**src/rtl/packer_pkg.sv**
```systemverilog
// Shared types and constants for the sample packer: lane/frame types and the
// pad helper used when a short frame is closed early.
package packer_pkg;
  localparam int DATA_W = 4;
  localparam int LANES  = 4;
  localparam int CNT_W  = $clog2(LANES + 1);

  typedef logic [DATA_W-1:0] lane_t;
  typedef lane_t [LANES-1:0] frame_t;

  localparam lane_t PAD = lane_t'(0);

  // Replace every lane above last_idx with PAD.
  function automatic frame_t pad_frame(input frame_t f, input logic [CNT_W-1:0] last_idx);
    frame_t r;
    for (int i = 0; i < LANES; i++) begin
      r[i] = (i > int'(last_idx)) ? PAD : f[i];
    end
    return r;
  endfunction
endpackage

```
**src/rtl/frame_out_reg.sv**
```systemverilog
// Output holding register for packed frames: loads a new frame when free and
// holds data/count stable while the consumer stalls.
module frame_out_reg
  import packer_pkg::*;
(
  input  logic             clk,
  input  logic             rst,
  input  logic             load,
  input  frame_t           frame_in,
  input  logic [CNT_W-1:0] count_in,
  input  logic             out_ready,
  output logic             out_valid,
  output frame_t           data_out,
  output logic [CNT_W-1:0] out_count,
  output logic             out_free
);
  logic             valid_q, valid_d;
  frame_t           data_q, data_d;
  logic [CNT_W-1:0] count_q, count_d;

  assign out_free  = !valid_q || out_ready;
  assign out_valid = valid_q;
  assign data_out  = data_q;
  assign out_count = count_q;

  // Caller only asserts load when out_free, so a pending frame is never overwritten.
  always_comb begin
    valid_d = valid_q;
    data_d  = data_q;
    count_d = count_q;
    if (load) begin
      valid_d = 1'b1;
      data_d  = frame_in;
      count_d = count_in;
    end else if (out_ready) begin
      valid_d = 1'b0;
    end
  end

  always_ff @(posedge clk) begin
    if (rst) begin
      valid_q <= 1'b0;
      data_q  <= '0;
      count_q <= '0;
    end else begin
      valid_q <= valid_d;
      data_q  <= data_d;
      count_q <= count_d;
    end
  end
endmodule

```
**src/rtl/sample_packer.sv**
```systemverilog
// Serial-to-parallel packer: gathers samples into a LANES-wide frame (lane 0
// oldest), supports early close via in_last, and backs up one frame when stalled.
module sample_packer
  import packer_pkg::*;
(
  input  logic             clk,
  input  logic             rst,
  input  logic             in_valid,
  output logic             in_ready,
  input  lane_t            in_data,
  input  logic             in_last,
  output logic             out_valid,
  input  logic             out_ready,
  output frame_t           data_out,
  output logic [CNT_W-1:0] out_count
);
  frame_t           fill_buf_q, fill_buf_d;
  logic [CNT_W-1:0] fill_cnt_q, fill_cnt_d;
  logic             pending_q, pending_d;

  logic   accept, complete, out_free, load;
  frame_t merged, load_src;

  assign in_ready = !pending_q && !rst;
  assign accept   = in_valid && in_ready;
  assign complete = accept && ((fill_cnt_q == CNT_W'(LANES - 1)) || in_last);
  assign load     = (complete || pending_q) && out_free;
  assign load_src = accept ? merged : fill_buf_q;

  always_comb begin
    merged = fill_buf_q;
    for (int i = 0; i < LANES; i++) begin
      if (fill_cnt_q == CNT_W'(i)) merged[i] = in_data;
    end
  end

  // While pending, fill_cnt keeps the index of the last real lane so the
  // frame length survives until the output register frees up.
  always_comb begin
    fill_buf_d = fill_buf_q;
    fill_cnt_d = fill_cnt_q;
    pending_d  = pending_q;
    if (accept) begin
      fill_buf_d = merged;
      if (!complete)     fill_cnt_d = fill_cnt_q + CNT_W'(1);
      else if (out_free) fill_cnt_d = '0;
      else               pending_d  = 1'b1;
    end else if (pending_q && out_free) begin
      pending_d  = 1'b0;
      fill_cnt_d = '0;
    end
  end

  always_ff @(posedge clk) begin
    if (rst) begin
      fill_cnt_q <= '0;
      pending_q  <= 1'b0;
    end else begin
      fill_cnt_q <= fill_cnt_d;
      pending_q  <= pending_d;
    end
    fill_buf_q <= fill_buf_d;
  end

  frame_out_reg u_out (
    .clk       (clk),
    .rst       (rst),
    .load      (load),
    .frame_in  (pad_frame(load_src, fill_cnt_q)),
    .count_in  (fill_cnt_q + CNT_W'(1)),
    .out_ready (out_ready),
    .out_valid (out_valid),
    .data_out  (data_out),
    .out_count (out_count),
    .out_free  (out_free)
  );
endmodule
```
**config.mk**
```make
export PLATFORM = sky130hd
export DESIGN_NAME = sample_packer
export DESIGN_NICKNAME = d
export VERILOG_FILES = /design/src/rtl/packer_pkg.sv /design/src/rtl/frame_out_reg.sv /design/src/rtl/sample_packer.sv
export SDC_FILE = /design/constraint.sdc
export NUM_CORES = 1
export LEC_CHECK = 0
export ABC_AREA = 1
export CORE_MARGIN = 2
export CORE_UTILIZATION = 50
export DETAILED_ROUTE_END_ITERATION = 7
export PLACE_DENSITY = 0.76
export REMOVE_ABC_BUFFERS = 1
export SLEW_MARGIN = 25
export SYNTH_ARGS = -nofsm -noshare
export SYNTH_HDL_FRONTEND = slang
export SYNTH_HIERARCHICAL = 1
export SYNTH_SLANG_ARGS = --single-unit
```
**constraint.sdc**
```tcl
create_clock -name clk -period 1.89 [get_ports clk]
set_input_delay 0.567 -clock clk [delete_from_list [all_inputs] [get_ports clk]]
set_output_delay 0.567 -clock clk [all_outputs]
set_load 0.005 [all_outputs]
```
* Word-level counts from Yosys, hierarchy flattened
Cells that the tools add are included.
** Storage, ports and cells
- Word-level logic and storage cells :: 56
- Register bits after elaboration :: 40
- Output and inout port bits :: 21
** Cells by class
- Equality and inequality tests :: 6
- Reductions and logical operators :: 16
- $add $sub $neg :: 1
- Magnitude comparators :: 3
- Mux-type cells :: 18
** Operator list (number)
- $mux 4 :: 7
- $mux 16 :: 1
- $mux 3 :: 4
- $eq 3x2->1 const B :: 2
- $gt 2x3->1 const A :: 2
- $mux 1 :: 6
- $logic_and 1x1->1 :: 5
- $reduce_bool 2->1 :: 2
- $add 3x1->3 const B :: 1
- $eq 3x1->1 const B :: 1
- $gt 1x3->1 const A :: 1
- $logic_not 1->1 :: 3
- $logic_not 3->1 :: 1
- $logic_or 1x1->1 :: 3
- $ne 3x2->1 const B :: 1
- $reduce_and 3->1 :: 1
- $ne 2x1->1 const B :: 1
- $ne 2x2->1 const B :: 1
- $reduce_and 2->1 :: 1

* Logic depth before layout (Yosys ltp)
- Depth after elaboration :: 7
- Mapped depth :: 10
- Mapped depth without buffers :: 9

* Modules after synthesis
Netlist, hierarchy kept.
** Modules (own cells, without submodules)
- sample_packer :: area an instance 968.4 sq um, instances 1, cells each 139
- frame_out_reg :: area an instance 737.0 sq um, instances 1, cells each 87

* Least setup slack after synthesis
No wires, ideal clock.
- Path kind :: input-to-reg
- Start point :: input rst
- End point :: register u_out.data_q (netlist bit u_out/data_out[12])
- Required time :: 1.774 ns
- Arrival :: 1.522 ns
- Stages on the path :: 10
- Setup slack :: 0.252 ns
- Library setup time :: 0.116 ns
- Path through :: nor2_4 > nand2_2 > inv_4 > nand2_1 > a21oi_1 > buf_6 > inv_4 > buf_12 > nor2_1 > nor2_1
** Between the ends
- Cells in the longest elaborated chain, start to end :: 6
** Ends and longest elaborated chain
- start, declared :: RTL line sample_packer.sv:7 : input logic rst,
- $logic_not 1->1 :: RTL line sample_packer.sv:24 : assign in_ready = !pending_q && !rst;
- $logic_and 1x1->1 :: RTL line sample_packer.sv:24
- $logic_and 1x1->1 :: RTL line sample_packer.sv:25 : assign accept = in_valid && in_ready;
- $logic_and 1x1->1 :: RTL line sample_packer.sv:26 : assign complete = accept && ((fill_cnt_q == CNT_W'(LANES - 1)) || in_last);
- $logic_or 1x1->1 :: RTL line sample_packer.sv:27 : assign load = (complete || pending_q) && out_free;
- $logic_and 1x1->1 :: RTL line sample_packer.sv:27
- named net load :: RTL line sample_packer.sv:21 : logic accept, complete, out_free, load;
- end signal, assigned :: RTL line frame_out_reg.sv:47 : data_q <= data_d;
- end, declared :: RTL line frame_out_reg.sv:18 : frame_t data_q, data_d;
The timed path passes the listed nets, and every way through them passes these cells.
A chain may end at the register's enable or synchronous reset.

* Final worst setup path
- Start point :: register u_out.data_q (netlist bit u_out/data_out[8])
- End point :: output data_out[8] (netlist name)
** RTL lines
- end, declared :: RTL line sample_packer.sv:14 : output frame_t data_out,
No word-level cell between the ends.

==> summary.txt <==
CLOCK TREE
-----------------------------------------------------------------------------------------------
Buffer count from post-CTS setup fixing                                                       0
Deepest clock path buffer count                                                               2
Post-CTS sizing                                                                               2
Clock input transition at the sequential cells of the worst setup and hold paths        0.12 ns
Worst skew pair latency                                                                 0.34 ns
Root buf cell                                                                      sky130_fd_sc_hd__clkbuf_4
TritonCTS clock tree                                                                       done
Cts bufs inserted                                                                             5
Deepest level of the CTS H-tree                                                               2
Post-cts hold buffer count                                                                    0
Number of clock sinks seen by CTS                                                            40

SYNTH
-----------------------------------------------------------------------------------------------
Count of unique library cells instantiated by Yosys                                          23
Post-synthesis register bit count                                                            40
Sequential share of the synthesized area                                                  47.0%
Number of instances in the synthesized netlist                                              226
Top cells by count, synth                                                          sky130_fd_sc_hd__nor2_1 (51), sky130_fd_sc_hd__dfxtp_1 (40), sky130_fd_sc_hd__inv_1 (31), sky130_fd_sc_hd__nand2_1 (31), sky130_fd_sc_hd__o21ai_0 (23)
Fraction of registers with async set or reset after synthesis                                0%
Syn Std Cell Area                                                                  0.00171 mm^2
Dominant cells by area after synthesis                                             sky130_fd_sc_hd__dfxtp_1 (47%), sky130_fd_sc_hd__nor2_1 (11%), sky130_fd_sc_hd__inv_1 (6.8%), sky130_fd_sc_hd__nand2_1 (6.8%), sky130_fd_sc_hd__o21ai_0 (6.7%)
Portion of synthesized cell area occupied by the leading cell type                        47.0%
Post-synth top area cell                                                           sky130_fd_sc_hd__dfxtp_1
Number of synthesized flops with an enable pin                                                0
Yosys warns                                                                                   6
Most numerous cell in the Yosys netlist                                            sky130_fd_sc_hd__nor2_1
Dominant register cell in the synthesized netlist                                  sky130_fd_sc_hd__dfxtp_1
Mean cell area of the mapped netlist                                                  7.55 um^2

TIMING
-----------------------------------------------------------------------------------------------
Setup TNS Final                                                                            0 ns
Unrepaired setup endpoints after global routing                                              no
Hold violation total from the final report                                                    0
Number of pins exceeding their max-slew limit in the final report                             0
Setup-violating endpoint count in the final report                                            0
Time the final worst path needs with I/O delays and setup                               1.80 ns
Max frequency                                                                           555 MHz
Normalized max-slew margin                                                                77.9%
Ratio of final minimum period to clock period                                             95.3%
Worst-Margin Slew                                                                      0.331 ns
Final Worst Setup Slack                                                               0.0890 ns
Largest clock skew in the final design                                                0.0134 ns

DETAILED ROUTING
-----------------------------------------------------------------------------------------------
Via count normalized by instance count                                                     4.51
Final antenna-violating net count                                                             0
Final routed wirelength across all metal layers                                         3230 um
Initial DRC count                                                                            80
Per-cell routed wire length                                                             10.2 um
Count of TritonRoute iterations in the first routing pass                                     4
Remaining design rule violation count                                                         0
Total via count after detailed routing                                                     1420

WORST SETUP PATH
-----------------------------------------------------------------------------------------------
Data required time at the worst endpoint                                                1.32 ns
Largest stage delay, worst path                                                         0.54 ns
CP Max Fanout                                                                                 2
Slowest stage cell, crit path                                                      sky130_fd_sc_hd__clkdlybuf4s50_1
Critical path endpoint category                                                      output pin
Source of the critical timing path                                                 u_out/data_out[8]
Buf+Inv Stages, Crit Path                                                                     1
Worst Path Arrival                                                                      1.23 ns
Largest delay contributor family on the critical path                              buffers and inverters
Critical path type                                                                 flop to output pin
Beginning of the worst register-to-register path                                   fill_cnt_q[0]
Chain of cells forming the critical path                                           clkdlybuf4s50_1
Kind of start point of the critical path                                                   flop

FLOW RUN
-----------------------------------------------------------------------------------------------
Count of max-cap constraint violations                                                        0

HOLD PATH
-----------------------------------------------------------------------------------------------
Worst min path class                                                               flop to flop
Startpoint of the lowest-slack hold path                                           fill_buf_q[0]

FLOORPLANNING
-----------------------------------------------------------------------------------------------
Die X-Extent                                                                            62.4 um
Area of the die                                                                    0.00389 mm^2
Core Region                                                                        0.00331 mm^2
Effective utilization at floorplan                                                        51.5%
Vertical extent of the die                                                              62.4 um
Total number of placement rows                                                               21
IO Count                                                                                     30

LAYOUT
-----------------------------------------------------------------------------------------------
Fin nets                                                                                    280
Post-route cell area                                                               0.00217 mm^2
Antenna Cells                                                                                 0
Layout overhead on the synthesized area                                                   27.2%
Fillcell total                                                                              315
Share of layout cells above drive strength 1                                              15.2%
Layout Cells excl Fill                                                                      315

POWER AND IR DROP
-----------------------------------------------------------------------------------------------
Total power density per cell area                                                   732 mW/mm^2
Maximum ir drop on the vdd rail                                                      0.000482 V
Lkg Pwr                                                                                 1.03 nW
Final Total Pwr                                                                       0.00159 W

GRT
-----------------------------------------------------------------------------------------------
Global-route wire length before repair                                                  5870 um
Number of antenna violations at the first check in global routing                             0
Final global-route overflow total                                                             0
Overall track demand over capacity in global routing                                      18.8%
Pin count of the biggest net entering global routing                                         21
Number of global-route vias before repair                                                  1385

PLACE
-----------------------------------------------------------------------------------------------
Number of placed instances with taps included                                               307
Port buffer count                                                                            29
Area after DPL                                                                     0.00212 mm^2
HPWL after detailed placement                                                           2310 um
Worst Setup Slack post-DPL                                                            -0.308 ns
Final Wtd Congestion                                                                      0.804

OUTCOME
-----------------------------------------------------------------------------------------------
Outcome                                                                            finished, final reports clean

[per-layer routing]
metal / share of wire, % / GRT usage, %
met4: 2.4 / 9.44
met2: 44 / 30.6
met3: 3.3 / 3.78
met1: 50 / 23.6
met5: 0 / 0
[power breakdown]
part	internal (W)	switching (W)
logic	0.000121	0.000122
registers	0.000911	0.0000219
clock network	0.000150	0.000262
[flip-flops by register name (all words and copies together), names as in the netlist]
name             cells
u_out/out_count      3
fill_buf_q          16
u_out/out_valid      1
fill_cnt_q           3
u_out/data_out      16
pending_q            1
[final timing paths]
check,end,slack (ns),cells after the start
hold / removal,fill_buf_q[0],0.47,2
setup / recovery,data_out[8],0.09,1
hold reg to reg,fill_buf_q[0],0.47,2
setup reg to reg,u_out/out_count[1],0.37,8
[per-stage QoR]
stage / hold WS, ns / util, %
finish: 0.470 / 65.5
CTS: 0.477 / 65.5
floorplan: 0.436 / -
global placement: 0.450 / 64.0
detailed placement: 0.459 / 64.0
global route: 0.494 / 65.5
[cell families (layout without fill, tap and decap cells)]
family	count (synthesis)	after routing	synth area share, %
AOI/OAI and AO/OA	42	42	13.1
and+or+nand+nor	99	99	25.2
DFF	40	40	47.0
adders and majority gates	3	3	2.20
buffers and inverters	41	84	11.7
xor gates and xnor gates	1	1	0.954
[area by class of cell]
cell class / count / area [um^2] / share of cell area [%]
inverters: 35 / 136 / 6.29
multi-input cells: 145 / 706 / 32.5
clock buffers: 7 / 45.0 / 2.08
clock inverters: 1 / 8.76 / 0.404
well taps: 46 / 57.6 / 2.65
repair buffers: 41 / 415 / 19.1
flip-flops and latches: 40 / 801 / 36.9
[placed cells by master (no fill, tap or decap), types with 2 or more instances in the layout]
| cell | count |
|---|---|
| sky130_fd_sc_hd__nor2_1 | 51 |
| sky130_fd_sc_hd__dfxtp_1 | 40 |
| sky130_fd_sc_hd__inv_1 | 31 |
| sky130_fd_sc_hd__nand2_1 | 31 |
| sky130_fd_sc_hd__clkdlybuf4s50_1 | 27 |
| sky130_fd_sc_hd__o21ai_0 | 23 |
| sky130_fd_sc_hd__o21ai_1 | 13 |
| sky130_fd_sc_hd__nor2_2 | 9 |
| sky130_fd_sc_hd__buf_4 | 9 |
| sky130_fd_sc_hd__nand2_2 | 5 |
| sky130_fd_sc_hd__clkbuf_4 | 5 |
| sky130_fd_sc_hd__a21oi_1 | 3 |
| sky130_fd_sc_hd__ha_1 | 3 |
| sky130_fd_sc_hd__buf_12 | 3 |
| sky130_fd_sc_hd__inv_4 | 2 |
| sky130_fd_sc_hd__inv_2 | 2 |
| sky130_fd_sc_hd__clkbuf_1 | 2 |
| sky130_fd_sc_hd__dlygate4sd2_1 | 2 |
No activity file was read; power rests on OpenSTA's default activity.
